===== src/rtl/hazard_stall_ctrl.sv =====
// Pipeline stall controller for the 5-stage MIPS core.
// Decodes the D/E/M instructions to find data hazards that forwarding cannot
// cover, tracks the shared mult/div unit with a busy countdown, and drives the
// IF/ID enable, PC enable and ID/EX bubble clear. It also counts stalled cycles.
module hazard_stall_ctrl #(
   parameter int MULT_CYCLES = 5,
   parameter int DIV_CYCLES  = 10,
   parameter int CNT_W       = 4
) (
   input  logic        clk,
   input  logic        reset,
   input  logic [31:0] IR_D,
   input  logic [31:0] IR_E,
   input  logic [31:0] IR_M,
   output logic        IF_ID_en,
   output logic        PC_en,
   output logic        ID_EX_clr,
   output logic        md_start,
   output logic        md_busy,
   output logic [31:0] stall_cnt
);

   // Primary opcodes
   localparam logic [5:0] OP_RTYPE = 6'h00;
   localparam logic [5:0] OP_J     = 6'h02;
   localparam logic [5:0] OP_JAL   = 6'h03;
   localparam logic [5:0] OP_BEQ   = 6'h04;
   localparam logic [5:0] OP_ADDIU = 6'h09;
   localparam logic [5:0] OP_ORI   = 6'h0d;
   localparam logic [5:0] OP_LUI   = 6'h0f;
   localparam logic [5:0] OP_LW    = 6'h23;
   localparam logic [5:0] OP_SW    = 6'h2b;

   // R-type function codes
   localparam logic [5:0] FN_SLL   = 6'h00;
   localparam logic [5:0] FN_JR    = 6'h08;
   localparam logic [5:0] FN_JALR  = 6'h09;
   localparam logic [5:0] FN_MFHI  = 6'h10;
   localparam logic [5:0] FN_MTHI  = 6'h11;
   localparam logic [5:0] FN_MFLO  = 6'h12;
   localparam logic [5:0] FN_MTLO  = 6'h13;
   localparam logic [5:0] FN_MULT  = 6'h18;
   localparam logic [5:0] FN_MULTU = 6'h19;
   localparam logic [5:0] FN_DIV   = 6'h1a;
   localparam logic [5:0] FN_DIVU  = 6'h1b;
   localparam logic [5:0] FN_ADDU  = 6'h21;
   localparam logic [5:0] FN_SUBU  = 6'h23;
   localparam logic [5:0] FN_AND   = 6'h24;
   localparam logic [5:0] FN_OR    = 6'h25;
   localparam logic [5:0] FN_SLT   = 6'h2a;

   // Source-operand usage of the D-stage instruction: which of rs/rt are
   // read and how many cycles remain before each value is actually needed.
   typedef struct packed {
      logic       rs_used;
      logic [1:0] rs_tuse;
      logic       rt_used;
      logic [1:0] rt_tuse;
   } use_t;

   // Destination register; $0 doubles as "no destination".
   function automatic logic [4:0] dest_of(input logic [31:0] ir);
      logic [4:0] d;
      d = 5'd0;
      case (ir[31:26])
         OP_RTYPE: begin
            case (ir[5:0])
               FN_ADDU, FN_SUBU, FN_AND, FN_OR, FN_SLT, FN_SLL,
               FN_MFHI, FN_MFLO, FN_JALR: d = ir[15:11];
               default:                   d = 5'd0;
            endcase
         end
         OP_ORI, OP_LUI, OP_ADDIU, OP_LW: d = ir[20:16];
         OP_JAL:                          d = 5'd31;
         default:                         d = 5'd0;
      endcase
      return d;
   endfunction

   // Cycles until the result exists when the instruction sits in EX.
   function automatic logic [1:0] tnew_e_of(input logic [31:0] ir);
      logic [1:0] t;
      t = 2'd0;
      case (ir[31:26])
         OP_RTYPE: begin
            case (ir[5:0])
               FN_ADDU, FN_SUBU, FN_AND, FN_OR, FN_SLT, FN_SLL,
               FN_MFHI, FN_MFLO: t = 2'd1;
               default:          t = 2'd0;
            endcase
         end
         OP_ORI, OP_LUI, OP_ADDIU: t = 2'd1;
         OP_LW:                    t = 2'd2;
         default:                  t = 2'd0;
      endcase
      return t;
   endfunction

   // Cycles until the result exists when the instruction sits in MEM.
   function automatic logic [1:0] tnew_m_of(input logic [31:0] ir);
      logic [1:0] t;
      t = 2'd0;
      if (ir[31:26] == OP_LW) begin
         t = 2'd1;
      end else begin
         t = 2'd0;
      end
      return t;
   endfunction

   // Which sources the D-stage instruction reads and by when.
   function automatic use_t use_of(input logic [31:0] ir);
      use_t u;
      u = '{rs_used: 1'b0, rs_tuse: 2'd0, rt_used: 1'b0, rt_tuse: 2'd0};
      case (ir[31:26])
         OP_RTYPE: begin
            case (ir[5:0])
               FN_ADDU, FN_SUBU, FN_AND, FN_OR, FN_SLT:
                  u = '{rs_used: 1'b1, rs_tuse: 2'd1, rt_used: 1'b1, rt_tuse: 2'd1};
               FN_SLL:
                  u = '{rs_used: 1'b0, rs_tuse: 2'd0, rt_used: 1'b1, rt_tuse: 2'd1};
               FN_JR, FN_JALR:
                  u = '{rs_used: 1'b1, rs_tuse: 2'd0, rt_used: 1'b0, rt_tuse: 2'd0};
               FN_MTHI, FN_MTLO:
                  u = '{rs_used: 1'b1, rs_tuse: 2'd1, rt_used: 1'b0, rt_tuse: 2'd0};
               default:
                  u = '{rs_used: 1'b0, rs_tuse: 2'd0, rt_used: 1'b0, rt_tuse: 2'd0};
            endcase
         end
         OP_BEQ:
            u = '{rs_used: 1'b1, rs_tuse: 2'd0, rt_used: 1'b1, rt_tuse: 2'd0};
         OP_ORI, OP_ADDIU, OP_LW:
            u = '{rs_used: 1'b1, rs_tuse: 2'd1, rt_used: 1'b0, rt_tuse: 2'd0};
         OP_SW:
            u = '{rs_used: 1'b1, rs_tuse: 2'd1, rt_used: 1'b1, rt_tuse: 2'd2};
         default:
            u = '{rs_used: 1'b0, rs_tuse: 2'd0, rt_used: 1'b0, rt_tuse: 2'd0};
      endcase
      return u;
   endfunction

   // mult/multu/div/divu
   function automatic logic is_md_op(input logic [31:0] ir);
      logic r;
      r = 1'b0;
      if (ir[31:26] == OP_RTYPE) begin
         case (ir[5:0])
            FN_MULT, FN_MULTU, FN_DIV, FN_DIVU: r = 1'b1;
            default:                            r = 1'b0;
         endcase
      end else begin
         r = 1'b0;
      end
      return r;
   endfunction

   // Any instruction touching the mult/div unit or HI/LO.
   function automatic logic is_hilo_op(input logic [31:0] ir);
      logic r;
      r = 1'b0;
      if (ir[31:26] == OP_RTYPE) begin
         case (ir[5:0])
            FN_MULT, FN_MULTU, FN_DIV, FN_DIVU,
            FN_MFHI, FN_MFLO, FN_MTHI, FN_MTLO: r = 1'b1;
            default:                            r = 1'b0;
         endcase
      end else begin
         r = 1'b0;
      end
      return r;
   endfunction

   // One source against the EX and MEM producers.
   function automatic logic src_hazard(input logic       used,
                                       input logic [1:0] tuse,
                                       input logic [4:0] src,
                                       input logic [4:0] dst_e,
                                       input logic [1:0] tnew_e,
                                       input logic [4:0] dst_m,
                                       input logic [1:0] tnew_m);
      logic hit_e;
      logic hit_m;
      hit_e = (dst_e != 5'd0) && (src == dst_e) && (tuse < tnew_e);
      hit_m = (dst_m != 5'd0) && (src == dst_m) && (tuse < tnew_m);
      return used && (hit_e || hit_m);
   endfunction

   logic [CNT_W-1:0] cnt_r;
   logic [31:0]      stall_cnt_r;
   logic             data_stall_s;
   logic             md_start_s;
   logic             md_busy_s;
   logic             md_stall_s;
   logic             stall_s;
   logic             e_is_div_s;
   use_t             use_d_s;
   logic [4:0]       dst_e_s;
   logic [4:0]       dst_m_s;
   logic [1:0]       tnew_e_s;
   logic [1:0]       tnew_m_s;

   // Hazard detection and mult/div scheduling decisions, zero-cycle from IRs.
   always_comb begin
      use_d_s      = use_of(IR_D);
      dst_e_s      = dest_of(IR_E);
      dst_m_s      = dest_of(IR_M);
      tnew_e_s     = tnew_e_of(IR_E);
      tnew_m_s     = tnew_m_of(IR_M);
      data_stall_s = src_hazard(use_d_s.rs_used, use_d_s.rs_tuse, IR_D[25:21],
                                dst_e_s, tnew_e_s, dst_m_s, tnew_m_s)
                   | src_hazard(use_d_s.rt_used, use_d_s.rt_tuse, IR_D[20:16],
                                dst_e_s, tnew_e_s, dst_m_s, tnew_m_s);
      md_start_s   = is_md_op(IR_E);
      e_is_div_s   = (IR_E[5:0] == FN_DIV) || (IR_E[5:0] == FN_DIVU);
      md_busy_s    = md_start_s | (cnt_r != {CNT_W{1'b0}});
      md_stall_s   = md_busy_s & is_hilo_op(IR_D);
      stall_s      = data_stall_s | md_stall_s;
   end

   // Mult/div busy countdown; a start always reloads, reset abandons it.
   always_ff @(posedge clk) begin
      if (reset) begin
         cnt_r <= {CNT_W{1'b0}};
      end else if (md_start_s) begin
         cnt_r <= e_is_div_s ? CNT_W'(DIV_CYCLES) : CNT_W'(MULT_CYCLES);
      end else if (cnt_r != {CNT_W{1'b0}}) begin
         cnt_r <= cnt_r - CNT_W'(1);
      end else begin
         cnt_r <= cnt_r;
      end
   end

   // Stalled-cycle performance counter, free-running with natural wrap.
   always_ff @(posedge clk) begin
      if (reset) begin
         stall_cnt_r <= 32'd0;
      end else if (stall_s) begin
         stall_cnt_r <= stall_cnt_r + 32'd1;
      end else begin
         stall_cnt_r <= stall_cnt_r;
      end
   end

   assign IF_ID_en  = ~stall_s;
   assign PC_en     = ~stall_s;
   assign ID_EX_clr = stall_s;
   assign md_start  = md_start_s;
   assign md_busy   = md_busy_s;
   assign stall_cnt = stall_cnt_r;

endmodule


===== config.mk =====
export PLATFORM = sky130hd
export DESIGN_NAME = hazard_stall_ctrl
export DESIGN_NICKNAME = d
export VERILOG_FILES = /design/src/rtl/hazard_stall_ctrl.sv
export SDC_FILE = /design/constraint.sdc
export NUM_CORES = 1
export LEC_CHECK = 0
export ABC_CLOCK_PERIOD_IN_PS = 4040
export CORE_MARGIN = 3
export CORE_UTILIZATION = 40
export DETAILED_ROUTE_END_ITERATION = 16
export GPL_TIMING_DRIVEN = 0
export PLACE_DENSITY = 0.71
export SKIP_CTS_REPAIR_TIMING = 1
export SLEW_MARGIN = 20
export SYNTH_ARGS = -nofsm -noshare
export SYNTH_HDL_FRONTEND = slang
export SYNTH_SLANG_ARGS = --single-unit

===== constraint.sdc =====
create_clock -name clk -period 4.04 [get_ports clk]
set_input_delay 0.404 -clock clk [delete_from_list [all_inputs] [get_ports clk]]
set_output_delay 0.404 -clock clk [all_outputs]
set_load 0.02 [all_outputs]

==> impl_metrics.ini, run 1 <==
[global_routing]
grtUsageTotal = 0.202
first_global_vias = 3837
grt_max_degree = 11
overflow = 0
antenna_found_initial = 0
grt_first_pass_wirelength_um = 17700

[clock_tree]
cts_root_buffer = clkbuf_8
cts-htree-levels = 2
cts.sinks = 36
numCtsBuffers = 5
cts_tree = yes
worst_skew_pair.late_latency_ns = 0.29
clkTransAtPathRegs_ns = 0.07
cts-root-to-sink-buffers = 2

[pwr]
leakage_uw = 0.00176
pwr-share-comb = 0.327
clkPwrFrac = 0.281
p_seq_frac = 0.393
power_uw = 967
ir_drop_mv = 0.131
p_sw_frac = 0.314
power_density_mw_per_mm2 = 191
p_sw_uw = 304
p_int_uw = 663

[synth]
synth-xor-area-share = 0.0368
ys_seq_area_frac = 0.191
synth_compound_area_frac = 0.234
synth_adder_area_share = 0.0133
syn_avg_cell_area_um2 = 7.99
synth.most_common_cell = nor2_1
synth_top_family_by_area = simple AND/OR/NAND/NOR gates
ys_types = 77
syn_inst = 472
synth_edf_count = 0
yosys.area.top_type = dfxtp_1
synthMuxAreaShare = 0.121
yosysTopAreaCellShare = 0.191
synth_common_cells = nor2_1, nor2b_1, dfxtp_1
yosys_register_bits = 36
ys_warn_count = 0
synth_nets = 574
netlist_area_mm2 = 0.00377
yosys.area_share.simple = 0.355
async_reset_ff_frac = 0
synth_ff_type = dfxtp_1
synth.area.top_cells = dfxtp_1, mux2_4, nor2b_1

[floorplanning]
die_w_um = 103
core_area_mm2 = 0.00893
pin_count = 135
die_area_mm2 = 0.0106
fp-row-count = 34
initial_utilization = 0.422
die_y_um = 103

[timing]
max_freq_mhz = 266
finalHoldViolCount = 0
layout_min_cycle_time_ns = 3.76
report.final.slew_viol_count = 0
tns_ns = 0
slew_headroom = 0.516
skew_ns = 0.00201
rsz0062_at_grt = no
fin_crit_sh = 0.932
tightest_slew_ns = 0.720
setup_viol = 0

[outcome]
status = completed

[worst_setup_path]
crit_path_cell_trace = clkdlybuf4s50_1 -> nor2b_1 -> or4_4 -> a311oi_2 -> a211oi_2 -> xnor2_2 -> or4_1 -> o31ai_4 -> nor2_2 -> buf_4 -> dlymetal6s2s_1
critPathKind = primary input to output pin
crit_slowest_cell = or4_1
reg2reg_setup_slack_ns = 1.21
end_kind = output pin
cp_max_fo = 6
critPathTopFamily = simple AND/OR/NAND/NOR gates
critPathLaunchType = primary input
cp_data_required_time_ns = 3.64
worst_ep_arrival_time_ns = 3.36
slowest_delay_ns = 0.52
worst-path-buf-inv = 3

[detailed_routing]
routed_via_density = 5.70
dr_wl_met3_um = 593
drt-initial-drc-count = 117
final_antenna_net_count = 0
wl_met2_um = 5040
first_pass_iters = 4
top_layer_used = met4
wl_um = 10700
wl_per_cell_um = 15.5
vias = 3930
drc = 0
wl_met1_um = 4800

[finish]
fill_cells = 819
antenna_cells = 0
nets = 682
area_delta_synth_final_pct = 34.2
drive_gt1_frac = 0.181

[placement]
place_congestion = 0.889
io_buffers = 100
dpl.hpwl_um = 8370

[flow_run]
drv_cap = 0

[worst_hold_path]
hp-class = flop to flop
[power groups by stage]
stage	sequential, uW	combinational [uW]	clock, uW
CTS	380	312	277
global placement	387	299	0
global route	381	347	291
floorplan	386	175	0
finish	380	316	271
detailed placement	388	309	0
[state kept, by name, summed over array words and instances, names as in the netlist]
name       count
cnt_r          4
stall_cnt     32
[per-stage QoR]
step	instances	instance area, um2	util	setup slack [ns]	hold slack (ns)
after floorplan	472	3770	-	0.860	0.539
after global placement	680	4910	0.549	-0.199	0.520
after detailed placement	680	4910	0.549	-0.234	0.534
after CTS	688	5000	0.559	-0.292	0.546
after global routing	689	5060	0.566	0.127	0.602
final	689	5060	0.566	0.276	0.533
[routing by layer]
metal  up-vias  GRT usage
li1       1939          -
met1      1836      0.266
met5         -          0
met4         0     0.0608
met3        20     0.0284
met2       135      0.342
[tightest hold or removal path, cell delays in order (launching register included)]
cell	delay, ns
dfxtp_1	0.35
nand3_1	0.08
a21oi_1	0.05
[cells in the final DEF (no fill, tap or decap), types with 3 or more instances in the layout]
cell	instances
a21oi_2	30
or4_1	4
clkdlybuf4s50_1	97
dfxtp_1	36
clkbuf_1	13
o21ai_1	3
or3_1	9
nand2b_1	8
nor3_1	9
xor2_1	3
nand4_1	11
o21a_1	4
buf_4	5
nand3_1	16
nor2_1	51
mux2_4	29
and2_1	5
nand2_1	33
a31oi_1	5
nand3b_1	4
ha_1	4
and3_1	10
o221ai_1	4
inv_1	15
a21o_1	6
nor3b_1	3
xnor2_1	11
o21ai_0	16
nor2b_1	38
and4_1	6
dlymetal6s2s_1	3
a21oi_1	17
buf_6	4
nor4_1	4
clkbuf_8	6
[cell type report]
type,count,area (um2),share of cell area
clock buffer,8,90.1,0.0178
inverter,15,56.3,0.0111
multi-input combinational,400,2920,0.576
tap,108,135,0.0267
timing repair buffer,101,1020,0.201
sequential,36,721,0.142
buffer,21,126,0.0250
[worst paths after layout]
check                                  start  cells past startpoint       endpoint
worst max register to register  stall_cnt[3]                     10  stall_cnt[31]
worst min-delay path            stall_cnt[1]                      2   stall_cnt[1]
worst max-delay path                 IR_E[1]                     11          PC_en
worst min register to register  stall_cnt[1]                      2   stall_cnt[1]
[logic make-up (layout without fill, tap and decap cells)]
kind of cell               after synthesis  in the layout
AOI/OAI and AO/OA                      115            115
buffers and inverters                   36            145
muxes                                   31             31
and+or+nand+nor                        235            235
adders and majority gates                4              4
xor gates and xnor gates                15             15
DFF                                     36             36
No activity file was read; power rests on OpenSTA's default activity.
==> run 2: changes to the inputs <==
--- a/config.mk
+++ b/config.mk
@@ -5,12 +5,15 @@
 export SDC_FILE = /design/constraint.sdc
 export NUM_CORES = 1
 export LEC_CHECK = 0
+export ABC_AREA = 1
 export ABC_CLOCK_PERIOD_IN_PS = 4040
+export CELL_PAD_IN_SITES_DETAIL_PLACEMENT = 1
+export CELL_PAD_IN_SITES_GLOBAL_PLACEMENT = 2
 export CORE_MARGIN = 3
-export CORE_UTILIZATION = 40
+export CORE_UTILIZATION = 21
 export DETAILED_ROUTE_END_ITERATION = 16
 export GPL_TIMING_DRIVEN = 0
-export PLACE_DENSITY = 0.71
+export PLACE_DENSITY = 0.78
 export SKIP_CTS_REPAIR_TIMING = 1
 export SLEW_MARGIN = 20
 export SYNTH_ARGS = -nofsm -noshare
==> run 2 against run 1 <==
  * First-iteration DRC count up 38%
  * Power up 22%
  * Hold slack worse by 0.043 ns
  * Clock skew up 0.0064 ns
  * Worst setup slack better by 0.035 ns
  * Die area up 77%
  * Utilization down 26 points
  * Largest power group is now clock
==> impl_metrics.ini, run 2 <==
[detailed_routing]
wl_um = 12600
wl_met1_um = 6180
drt-initial-drc-count = 162
wl_met2_um = 5850
dr_wl_met3_um = 445
first_pass_iters = 4
wl_per_cell_um = 12.7
drc = 0
routed_via_density = 4.32
top_layer_used = met4
vias = 4304
final_antenna_net_count = 0

[worst_setup_path]
cp_max_fo = 7
worst-path-buf-inv = 5
crit_slowest_cell = clkdlybuf4s50_1
cp_data_required_time_ns = 3.64
worst_path_most_repeated_cell = nand2_1
critPathLaunchType = primary input
crit_path_cell_trace = clkdlybuf4s50_1 -> nor2_1 -> nand2_1 -> a21oi_1 -> nand2_1 -> nand2_2 -> nand2_1 -> nand2_1 -> nand2_1 -> nand2_1 -> nor2_1 -> nand2_1 -> inv_1 -> nand2_1 -> nand2_1 -> nand2_1 -> nand3_1 -> inv_1 -> buf_4 -> clkdlybuf4s50_1
critPathKind = primary input to output pin
end_kind = output pin
critPathTopFamily = buffers and inverters
worst_ep_arrival_time_ns = 3.33
slowest_delay_ns = 0.59

[synth]
synth_ff_type = dfxtp_1
yosys_register_bits = 36
synth_compound_area_frac = 0.0332
ys_types = 31
yosysTopAreaCellShare = 0.199
yosys.area_share.simple = 0.541
synth.area.top_cells = dfxtp_1, nand2_1, nor2_1
syn_avg_cell_area_um2 = 5.44
synth_top_family_by_area = simple AND/OR/NAND/NOR gates
ys_seq_area_frac = 0.199
yosys.area.top_type = dfxtp_1
syn_inst = 664
synth_adder_area_share = 0.0139
synth-xor-area-share = 0.0776
async_reset_ff_frac = 0
synth.most_common_cell = nand2_1
synth_edf_count = 0
synth_common_cells = nand2_1, nor2_1, inv_1
synthMuxAreaShare = 0
ys_warn_count = 0
synth_nets = 766
netlist_area_mm2 = 0.00361

[clock_tree]
cts_tree = yes
worst_skew_pair.late_latency_ns = 0.28
cts_root_buffer = clkbuf_16
cts.sinks = 36
cts-htree-levels = 2
numCtsBuffers = 5
clkTransAtPathRegs_ns = 0.06
cts-root-to-sink-buffers = 2

[finish]
drive_gt1_frac = 0.0503
nets = 877
final_cell_mix = nand2_1, nor2_1, inv_1, clkdlybuf4s50_1, nand3_1
area_delta_synth_final_pct = 41.4
antenna_cells = 0
final_common_cell = nand2_1
design_area_mm2 = 0.00511
final_cells = 996
largest_reg_flops = 32

[timing]
fin_ws_ns = 0.311
tightest_slew_ns = 0.649
slew_headroom = 0.563
report.final.slew_viol_count = 0
rsz0062_at_grt = no
whs_ns = 0.490
finalHoldViolCount = 0
fin_crit_sh = 0.923
tns_ns = 0
setup_viol = 0
skew_ns = 0.00840
layout_min_cycle_time_ns = 3.73
max_freq_mhz = 268

[placement]
io_buffers = 104
place_congestion = 0.768
place_area_mm2 = 0.00493
dp_slack_ns = 0.200
dpl.hpwl_um = 10600
dp_cells = 988

[flow_run]
drv_cap = 0

[floorplanning]
die_area_mm2 = 0.0188
die_w_um = 137
fp-row-count = 47
initial_utilization = 0.216
pin_count = 135
core_area_mm2 = 0.0167
die_y_um = 137

[global_routing]
antenna_found_initial = 0
grtUsageTotal = 0.135
overflow = 0
grt_first_pass_wirelength_um = 20700
grt_max_degree = 12
first_global_vias = 4382

[pwr]
power_density_mw_per_mm2 = 230
leakage_uw = 0.00259
ir_drop_mv = 0.145

[outcome]
status = completed

[worst_hold_path]
hp-class = flop to flop
[run 2: cell types whose count changed in the layout (fill, tap and decap cells not counted), moves of 26 or more]
cell and delta:
nor2b_1 -38, mux2_4 -29, xor2_1 +28, nand3_1 +37, a21oi_2 -26, nand2_1 +147
nor2_1 +83, nand4_1 +28, inv_1 +91
[run 2: worst paths after layout]
| path | from | to | slack [ns] | cells past startpoint |
|---|---|---|---|---|
| max | IR_E[2] | PC_en | 0.31 | 20 |
| min | cnt_r[1] | cnt_r[1] | 0.49 | 2 |
| max reg2reg | stall_cnt[0] | stall_cnt[28] | 1.27 | 13 |
| min reg2reg | cnt_r[1] | cnt_r[1] | 0.49 | 2 |
[run 2: area by class of cell]
type | count | area, um2
fillers | 2205 | 11600
clock buffers | 6 | 129
well taps | 220 | 275
plain buffers | 16 | 82.6
flip-flops and latches | 36 | 721
repair buffers | 104 | 1040
inverters | 108 | 405
multi-input cells | 504 | 2420
clock inverters | 2 | 35.0
[run 2: worst reg2reg max path, stage by stage, from the launching register on]
cell and delay [ns]:
dfxtp_1 0.44, ha_1 0.22, nand3_1 0.18, inv_1 0.09, nand2_1 0.09, nor3_2 0.21
nand2_1 0.15, inv_1 0.12, nand4_1 0.13, nor4_1 0.54, nand2_1 0.16, xor2_1 0.19
nor2_1 0.10, nor2_1 0.05
[run 2: per-layer routing]
layer	GRT usage	vias to the layer above
li1	-	2302
met1	0.181	1916
met3	0.0175	9
met2	0.234	77
met4	0.0283	0
met5	0	-
[run 2: logic make-up after synthesis]
logic type / count (synthesis)
and+or+nand+nor: 448
buffers and inverters: 124
xor gates and xnor gates: 32
adders and majority gates: 4
AOI/OAI and AO/OA: 20
DFF: 36
[run 2: per-stage QoR]
| step | total power, uW | utilization |
|---|---|---|
| 2_1_floorplan | 590 | - |
| 3_3_place_gp | 737 | 0.295 |
| 3_5_place_dp | 738 | 0.295 |
| 4_1_cts | 1200 | 0.305 |
| 5_1_grt | 1260 | 0.306 |
| 6_report | 1170 | 0.306 |
[run 2: power breakdown]
part / leakage, uW / internal (uW) / switching [uW] / total [uW]
clock: 0.0000808 / 291 / 159 / 450
sequential: 0.000291 / 376 / 14.1 / 390
combinational: 0.00221 / 160 / 175 / 335
total: 0.00259 / 827 / 348 / 1170
